[config.mk]
export PLATFORM = sky130hd
export DESIGN_NAME = saturn_bus_sequencer
export DESIGN_NICKNAME = d
export VERILOG_FILES = /design/src/rtl/saturn_bus_sequencer.sv
export SDC_FILE = /design/constraint.sdc
export NUM_CORES = 1
export LEC_CHECK = 0
export CAP_MARGIN = 5
export CORE_AREA = 2 2 69 71
export CTS_CLUSTER_DIAMETER = 200
export DETAILED_ROUTE_END_ITERATION = 10
export DIE_AREA = 0 0 71 73
export PLACE_DENSITY_LB_ADDON = 0.2
export SYNTH_ARGS = -nofsm -noshare
export SYNTH_HDL_FRONTEND = slang
export SYNTH_SLANG_ARGS = --single-unit
[constraint.sdc]
create_clock -name i_clk -period 2.6 [get_ports i_clk]
set_input_delay 0.78 -clock i_clk [delete_from_list [all_inputs] [get_ports i_clk]]
set_output_delay 0.78 -clock i_clk [all_outputs]
set_load 0.005 [all_outputs]
[src/rtl/saturn_bus_sequencer.sv]
// Saturn bus master: sends LOAD_PC with the reset address, then fetches nibbles sequentially until FETCH_COUNT.
// Drives one strobe per 4-phase bus cycle and reports each fetched nibble as an ASCII hex character.
module saturn_bus_sequencer #(
  parameter logic [19:0] RESET_ADDR  = 20'h00000,
  parameter int unsigned FETCH_COUNT = 16,
  parameter bit          DEBUG_STALL = 1'b0
) (
  input  logic        i_clk,
  input  logic        i_reset,
  input  logic        i_clk_en,
  input  logic [3:0]  i_phases,
  input  logic [1:0]  i_phase,
  input  logic [31:0] i_cycle_ctr,
  output logic        o_bus_clk_en,
  output logic        o_bus_is_data,
  output logic [3:0]  o_bus_nibble_out,
  input  logic [3:0]  i_bus_nibble_in,
  output logic        o_debug_cycle,
  output logic [7:0]  o_char_to_send,
  output logic        o_halt
);

  localparam logic [3:0]  CMD_LOAD_PC = 4'h6;
  localparam logic [3:0]  CMD_PC_READ = 4'h2;
  localparam logic [20:0] FETCH_LIMIT = 21'(FETCH_COUNT);

  typedef enum logic [2:0] {
    S_LOAD_CMD,
    S_LOAD_ADDR,
    S_READ_CMD,
    S_READ,
    S_HALT
  } state_t;

  state_t      state_q, state_d;
  logic [19:0] pc_q;
  logic [2:0]  addr_idx_q;
  logic [20:0] fetch_cnt_q;
  logic        captured_q;
  logic        debug_q;
  logic        halt_q;
  logic [7:0]  char_q;

  logic        strobe_state;
  logic        bus_is_data;
  logic [3:0]  bus_nibble;
  logic [3:0]  addr_nibble;
  logic        cycle_end;
  logic        capture;

  // Binary phase and cycle count are informational; only the one-hot phase is decoded.
  logic unused_inputs;
  assign unused_inputs = ^{i_phase, i_cycle_ctr, i_phases[1]};

  assign cycle_end = i_clk_en & i_phases[3];
  assign capture   = i_clk_en & i_phases[2] & (state_q == S_READ) & ~captured_q;

  always_comb begin
    addr_nibble = 4'h0;
    case (addr_idx_q)
      3'd0:    addr_nibble = RESET_ADDR[3:0];
      3'd1:    addr_nibble = RESET_ADDR[7:4];
      3'd2:    addr_nibble = RESET_ADDR[11:8];
      3'd3:    addr_nibble = RESET_ADDR[15:12];
      3'd4:    addr_nibble = RESET_ADDR[19:16];
      default: addr_nibble = 4'h0;
    endcase
  end

  always_comb begin
    state_d      = state_q;
    strobe_state = 1'b1;
    bus_is_data  = 1'b0;
    bus_nibble   = 4'h0;
    case (state_q)
      S_LOAD_CMD: begin
        bus_nibble = CMD_LOAD_PC;
        if (cycle_end) state_d = S_LOAD_ADDR;
      end
      S_LOAD_ADDR: begin
        bus_is_data = 1'b1;
        bus_nibble  = addr_nibble;
        if (cycle_end && addr_idx_q == 3'd4) state_d = S_READ_CMD;
      end
      S_READ_CMD: begin
        bus_nibble = CMD_PC_READ;
        if (cycle_end) state_d = S_READ;
      end
      S_READ: begin
        bus_is_data = 1'b1;
        if (cycle_end && fetch_cnt_q == FETCH_LIMIT) state_d = S_HALT;
      end
      S_HALT: begin
        strobe_state = 1'b0;
      end
      default: begin
        strobe_state = 1'b0;
        state_d      = S_LOAD_CMD;
      end
    endcase
  end

  always_ff @(posedge i_clk or negedge i_reset) begin
    if (!i_reset) begin
      state_q <= S_LOAD_CMD;
    end else if (i_clk_en) begin
      state_q <= state_d;
    end
  end

  always_ff @(posedge i_clk or negedge i_reset) begin
    if (!i_reset) begin
      pc_q        <= RESET_ADDR;
      addr_idx_q  <= 3'd0;
      fetch_cnt_q <= 21'd0;
      captured_q  <= 1'b0;
      debug_q     <= 1'b0;
      halt_q      <= 1'b0;
      char_q      <= 8'h00;
    end else if (i_clk_en) begin
      debug_q <= DEBUG_STALL & capture;
      halt_q  <= (state_d == S_HALT);
      if (capture) begin
        captured_q  <= 1'b1;
        pc_q        <= pc_q + 20'd1;
        fetch_cnt_q <= fetch_cnt_q + 21'd1;
        char_q      <= (i_bus_nibble_in < 4'd10) ? (8'h30 + {4'h0, i_bus_nibble_in})
                                                 : (8'h37 + {4'h0, i_bus_nibble_in});
      end
      // A stalled phase 2 repeats; the flag keeps it to one capture per bus cycle.
      if (cycle_end) captured_q <= 1'b0;
      if (state_q == S_LOAD_ADDR && cycle_end) begin
        addr_idx_q <= (addr_idx_q == 3'd4) ? 3'd0 : addr_idx_q + 3'd1;
      end
    end
  end

  assign o_bus_clk_en     = strobe_state & i_phases[0];
  assign o_bus_is_data    = o_bus_clk_en ? bus_is_data : 1'b0;
  assign o_bus_nibble_out = o_bus_clk_en ? bus_nibble : 4'h0;
  assign o_debug_cycle    = debug_q;
  assign o_char_to_send   = char_q;
  assign o_halt           = halt_q;

endmodule

After elaboration in Yosys (flattened, before gate mapping)
Index checks and enable logic that the tools add are counted.

Magnitude comparators: 1. Multiplexer cells: 14. $add $sub $neg: 4. Reductions and logical operators: 10. Equality and inequality tests: 7. Bitwise operators: 6.

Operators with widths (number): 21-bit by 1-bit adder with 21-bit output, second input constant (1); 21-bit by 5-bit == test with 1-bit output, second input constant (1); 3-bit 2-to-1 mux (5); 3-bit one-hot mux with 5 select lines (1); 6-bit by 4-bit adder with 7-bit output, first input constant (2); 3-bit == test, second input constant (3); 7-bit 2-to-1 mux (1); 3-bit by 2-bit == test with 1-bit output, second input constant (2); 3-bit one-hot mux with 2 select lines (1); 2-bit AND reduction (3); 1-bit AND (5); 1-bit 2-to-1 mux (5); 4-bit less-than comparator, second input constant (1); 4-bit 2-to-1 mux (1); 4-bit OR reduction (1); 3-bit by 1-bit adder with 3-bit output, second input constant (1); 3-bit by 1-bit == test with 1-bit output, second input constant (1); 1-bit logical AND (3); 3-bit logical NOT (1); 2-bit nonzero test (1); 2-bit OR reduction (1); 1-bit NOT (1).

Output and inout port bits: 16. Input port bits: 45. Bits in registers: 37. Logic and storage cells: 48.

Logic depth before layout (Yosys ltp)
Gate-level depths: netlist of run 1.

Word-level depth: 5. Mapped depth: 6. Gate-level depth less buffers: 6.

Worst setup path after synthesis of run 1
No wires, ideal clock.

Path type: input to output. Start point: input port i_phases[0]. End point: output port o_bus_is_data. Slack: 0.749 ns. Data arrival time: 1.071 ns. Buffers on the path: 0. Required time: 1.820 ns. Cell stages on the path: 3. Path through: nand2_1 > inv_1 > and2_1.

Cells in the longest elaborated chain, start to end: 2.

Ends and longest elaborated chain: start: declaration (RTL line 11) `input logic [3:0] i_phases,`; 1-bit AND (RTL line 138) `assign o_bus_clk_en = strobe_state & i_phases[0];`; via o_bus_clk_en (RTL line 14) `output logic o_bus_clk_en,`; 1-bit 2-to-1 mux (RTL line 139) `assign o_bus_is_data = o_bus_clk_en ? bus_is_data : 1'b0;`; end: declaration (RTL line 15) `output logic o_bus_is_data,`.

The timed path passes the listed nets, and every way through them passes these cells.

Final worst setup path of run 1
Start point: input port i_phases[0]. End point: output port o_bus_is_data.

Cells in the longest elaborated chain, start to end: 2.

Ends and longest elaborated chain (RTL line): 1-bit AND (138); 1-bit 2-to-1 mux (139).

Every way passes these cells.

==> results_dict.tcl, run 1 <==
set metrics [dict create \
    max_slew_margin 0.473 \
    overflow 0 \
    dieArea_sq_um 5180 \
    num_vias 1418 \
    finalHoldViolCount 0 \
    ys_seq_elements 36 \
    synth-warning-count 0 \
    wl_um 3440 \
    slew_viol_final 0 \
    final_cell_mix "dfrtp_1 (36), nand2_1 (20), xnor2_1 (16), clkdlybuf4s50_1 (16), nand3_1 (15)" \
    hpwl_um 2450 \
    period_minus_slack_ns 2.51 \
    yosysTopAreaCell "dfrtp_1" \
    synth_edf_count 0 \
    ys.flop_type "dfrtp_1" \
    worstHoldPathCells 1 \
    avgSynthCellArea_sq_um 10.1 \
    ys_seq_area_frac 0.466 \
    fmax_ghz 0.399 \
    avgRoutedWirePerCell_um 12.6 \
    cp_max_fo 3 \
    numCtsBuffers 5 \
    clk_latency_ns 0.28 \
    cts.clk_slew.worst_paths_ns 0.07 \
    hold_end "fetch_cnt_q[20]" \
    holdWs_ns 0.483 \
    io_buffers 21 \
    r2r-start "fetch_cnt_q[0]" \
    crit_type "in -> out" \
    clockBufferDepth 2 \
    finalSetupViolations 0 \
    syn_area_sq_um 1930 \
    grt_pass1_vias 1325 \
    cp-start-kind "primary input" \
    rr_worst_depth 6 \
    synth.area.top_cells "dfrtp_1 (47%), xnor2_1 (7.2%), nand2_1 (3.9%), nand3_1 (3.9%), ha_1 (3.2%)" \
    rrSetupSlack_ns 0.66 \
    synth.distinct_cells 43 \
    cts_tree "done" \
    grt_pass1_wl_um 6110 \
    ir_drop_mv 0.449 \
    drive_gt1_frac 0.0963 \
    clkSinkCount 36 \
    worst_pin_slew_ns 0.790 \
    ant_nets 0 \
    clock-root-buffer "clkbuf_8" \
    drt_iter0_markers 75 \
    yosys.area.top_type_share 0.466 \
    rsz0062_at_grt "false" \
    hold_start "fetch_cnt_q[20]" \
    worstReg2RegEnd "o_halt" \
    p_per_area_nw_per_um2 760 \
    antenna_cells 0 \
    route.detailed.drc 0 \
    endpoint_kind "output port" \
    cap_violations 0 \
    syn2layout_area_growth_pct 17.0 \
    die_width_um 71 \
    required_ns 1.82 \
    status "complete, no violations" \
    cp_data_arrival_time_ns 1.73 \
    firstDrtPassIters 4 \
    period_share 0.965 \
    gp_congestion 0.732 \
    grt_max_degree 37 \
    nets 267 \
    finalSetupTns_ns 0 \
    antenna_found_initial 0 \
    p_leak_nw 0.993 \
    row_count 25 \
    async_reset_ff_frac 1.00 \
    holdCritPathClass "reg -> reg" \
    die_y_um 73 \
    grtUsageTotal 0.149 \
    io_pins 61 \
    avgViaCountPerCell 5.21 \
    syn_inst 192 \
    post_cts_buffers 0 \
    fin_util 0.498 \
    h-tree-depth 2 \
    core_sq_um 4540 \
    start_util 0.426 \
    finClkSkew_ns 0.00537 \
    layout_commonest_cell "dfrtp_1" \
]
==> routing by layer <==
metal	up-vias	wire [um]	track usage
met5	-	0	0
li1	721	-	-
met3	5	111	0.0373
met1	673	1730	0.210
met4	0	54	0.0692
met2	19	1540	0.217
==> flip-flops by register name, indices dropped and copies added (netlist names) <==
register and cells:
captured_q 1, o_halt 1, fetch_cnt_q 21, state_q 3
addr_idx_q 3, o_char_to_send 7
==> cells in the mapped netlist, drive strengths merged (2+ instances only) <==
library cell / count
inv: 10
o21a: 2
o21ai: 8
and4b: 2
nor2: 8
mux2: 3
nor4b: 2
nand4: 7
xor2: 5
nand4b: 2
nor2b: 2
nor4: 8
nor3b: 2
nand2: 20
ha: 5
buf: 9
nor3: 7
dfrtp: 36
nand3: 15
a31oi: 2
a21oi: 5
and3: 4
xnor2: 16
==> logic make-up (layout without fill, tap and decap cells) <==
family | count (synthesis) | count (layout) | synth area share
xor gates and xnor gates | 21 | 21 | 0.0951
AOI/OAI and AO/OA | 22 | 22 | 0.0712
and+or+nand+nor | 84 | 84 | 0.260
adders and majority gates | 5 | 5 | 0.0324
other | 1 | 4 | 0.00194
muxes | 3 | 3 | 0.0175
DFF | 36 | 36 | 0.466
buffers and inverters | 20 | 43 | 0.0563
==> stage by stage <==
stage | setup WS (ns) | cell area [sq um] | total power, W | instances
after floorplan | 0.749 | 1940 | 0.00112 | 195
after global placement | -0.166 | 2180 | 0.00134 | 264
after detailed placement | -0.186 | 2180 | 0.00134 | 264
after CTS | 0.0852 | 2260 | 0.00174 | 272
after global routing | 0.0194 | 2260 | 0.00184 | 272
final | 0.0919 | 2260 | 0.00172 | 272
==> power by group <==
part | leakage, nW | internal (W) | switching [W]
Sequential | 0.471 | 0.000686 | 0.000140
Combinational | 0.476 | 0.000280 | 0.000209
Clock | 0.0455 | 0.000216 | 0.000186
Total | 0.993 | 0.00118 | 0.000535
==> worst max-delay path, cell delays in order <==
cell	delay, ns
clkdlybuf4s50_1	0.39
nand2_1	0.10
inv_1	0.05
and2_1	0.14
dlygate4sd2_1	0.26
==> worst max path at each step <==
stage,from,to,slack [ns],cells after the start
final,i_phases[0],o_bus_is_data,0.09,5
after global routing,i_phases[0],o_bus_is_data,0.02,5
after CTS,i_phases[0],o_bus_is_data,0.09,5
after detailed placement,i_phases[0],o_bus_is_data,-0.19,5
after global placement,i_phases[0],o_bus_is_data,-0.17,5
after floorplan,i_phases[0],o_bus_is_data,0.75,3
==> area by class of cell <==
class	count	area [sq um]
clock buffers	8	90.1
repair buffers	25	230
fillers	419	2270
flip-flops and latches	36	901
multi-input cells	139	935
well taps	54	67.6
inverters	10	37.5
==> timing repair <==
| action | 4_1_cts | 5_1_grt |
|---|---|---|
| setup endpoints to repair | 4 | 0 |
| gates resized for setup | 4 | 0 |
| hold buffers | 0 | 0 |
| hold endpoints to repair | 0 | 0 |
Power figures use the tool's default switching activity.
==> inputs of run 2 (changes only) <==
--- a/config.mk
+++ b/config.mk
@@ -6,10 +6,12 @@
 export NUM_CORES = 1
 export LEC_CHECK = 0
 export CAP_MARGIN = 5
-export CORE_AREA = 2 2 69 71
+export CELL_PAD_IN_SITES_DETAIL_PLACEMENT = 1
+export CELL_PAD_IN_SITES_GLOBAL_PLACEMENT = 1
+export CORE_AREA = 2 2 78 80
 export CTS_CLUSTER_DIAMETER = 200
 export DETAILED_ROUTE_END_ITERATION = 10
-export DIE_AREA = 0 0 71 73
+export DIE_AREA = 0 0 80 82
 export PLACE_DENSITY_LB_ADDON = 0.2
 export SYNTH_ARGS = -nofsm -noshare
 export SYNTH_HDL_FRONTEND = slang
==> run 2 against run 1 <==
Maximum frequency fell by 0.60%. Largest power group unchanged. Critical endpoint unchanged. Core utilization down 9.9 points. Clock skew is 0.0071 ns higher.
==> results_dict.tcl, run 2 (synthesis results as in run 1) <==
set metrics [dict create \
    io_pins 61 \
    grtUsageTotal 0.141 \
    slew_viol_final 0 \
    regMostFlops "fetch_cnt_q" \
    finalPower_w 0.00171 \
    holdWs_ns 0.429 \
    avgRoutedWirePerCell_um 13.9 \
    grt_pass1_wl_um 7140 \
    finalWorstSetupSlack_ns 0.0767 \
    largest_register_ffs 21 \
    p_sw_w 0.000565 \
    finalSetupViolations 0 \
    clk_latency_ns 0.29 \
    die_width_um 80 \
    row_count 28 \
    rsz0062_at_grt "false" \
    fmax_ghz 0.396 \
    period_share 0.971 \
    crit_type "in -> out" \
    wl_um 4100 \
    firstDrtPassIters 4 \
    holdCritPathClass "in -> async" \
    numCtsBuffers 5 \
    final_cell_mix "dfrtp_1 (36), nand2_1 (20), xnor2_1 (16), clkdlybuf4s50_1 (16), nand3_1 (15)" \
    ir_drop_mv 0.399 \
    rr_worst_depth 6 \
    status "complete, no violations" \
    overflow 0 \
    start_util 0.336 \
    drive_gt1_frac 0.109 \
    cts_tree "done" \
    p_per_area_nw_per_um2 747 \
    avgViaCountPerCell 4.99 \
    finalHoldViolCount 0 \
    clockBufferDepth 2 \
    p_leak_nw 1.00 \
    worstReg2RegEnd "o_halt" \
    cap_violations 0 \
    clock-root-buffer "clkbuf_8" \
    finClkSkew_ns 0.0125 \
    r2r-start "fetch_cnt_q[0]" \
    endpoint_kind "output port" \
    cp_max_fo 3 \
    antenna_found_initial 0 \
    preCtsSetupSlack_ns -0.193 \
    drt_iter0_markers 52 \
    cts_hold_buf 0 \
    swShare 0.329 \
    required_ns 1.82 \
    cts.clk_slew.worst_paths_ns 0.08 \
    grt_pass1_vias 1523 \
    h-tree-depth 2 \
    die_y_um 82 \
    core_sq_um 5750 \
    grt_max_degree 21 \
    route.detailed.drc 0 \
    post_cts_buffers 0 \
    clkSinkCount 36 \
    cp_data_arrival_time_ns 1.74 \
    finalSetupTns_ns 0 \
    p_clk_frac 0.224 \
    syn2layout_area_growth_pct 18.8 \
    combPwrFrac 0.292 \
    ant_nets 0 \
    nets 270 \
    layout_commonest_cell "dfrtp_1" \
    cp-start-kind "primary input" \
    rrSetupSlack_ns 0.60 \
    num_vias 1471 \
    dieArea_sq_um 6560 \
    seq_power_share 0.485 \
    io_buffers 21 \
    p_int_w 0.00115 \
    period_minus_slack_ns 2.52 \
    hpwl_um 3020 \
    antenna_cells 0 \
    gp_congestion 0.715 \
    post_cts_resized 4 \
]
==> run 2: changes by cell type in the layout (fill, tap and decap cells not counted), sizes merged <==
| cell | delta |
|---|---|
| buf | +3 |
| clkbuf | -2 |
| clkinv | +1 |
==> run 2: per-layer routing <==
layer / global-route usage / share of wire / vias up
met5: 0 / 0 / -
met3: 0.0429 / 0.032 / 5
met1: 0.180 / 0.49 / 719
met2: 0.233 / 0.46 / 20
li1: - / - / 727
met4: 0.0407 / 0.013 / 0
==> run 2: power groups by stage <==
stage,Sequential (W),Combinational (W),Clock [W]
after floorplan,0.000781,0.000334,0
after global placement,0.000842,0.000508,0
after detailed placement,0.000841,0.000519,0
after CTS,0.000835,0.000510,0.000394
after global routing,0.000855,0.000566,0.000425
final,0.000831,0.000500,0.000384
==> run 2: through the flow <==
stage | utilization | instances | cell area, sq um
finish | 0.400 | 295 | 2300
global route | 0.400 | 295 | 2300
CTS | 0.400 | 295 | 2300
floorplan | - | 195 | 1940
detailed placement | 0.387 | 288 | 2220
global placement | 0.387 | 288 | 2220
==> run 2: how the worst max path moves through the flow <==
stage / startpoint / end / slack (ns) / depth (start not counted)
after CTS: i_phases[0] / o_bus_is_data / 0.07 / 5
after global placement: i_phases[0] / o_bus_is_data / -0.17 / 5
after global routing: i_phases[0] / o_bus_is_data / 0.03 / 5
after floorplan: i_phases[0] / o_bus_is_data / 0.75 / 3
final: i_phases[0] / o_bus_is_data / 0.08 / 5
after detailed placement: i_phases[0] / o_bus_is_data / -0.19 / 5
==> run 2: final cells by class <==
cell class / count / area, sq um
Timing Repair Buffer: 28 / 253
Clock inverter: 1 / 5.00
Tap cell: 75 / 93.8
Inverter: 10 / 37.5
Clock buffer: 6 / 72.6
Sequential cell: 36 / 901
Fill cell: 674 / 3450
Multi-Input combinational cell: 139 / 935
==> run 2: critical path, stage by stage <==
cell and delay [ns]:
clkdlybuf4s50_1 0.39, nand2_1 0.11, inv_1 0.06, and2_1 0.15, dlygate4sd2_1 0.26
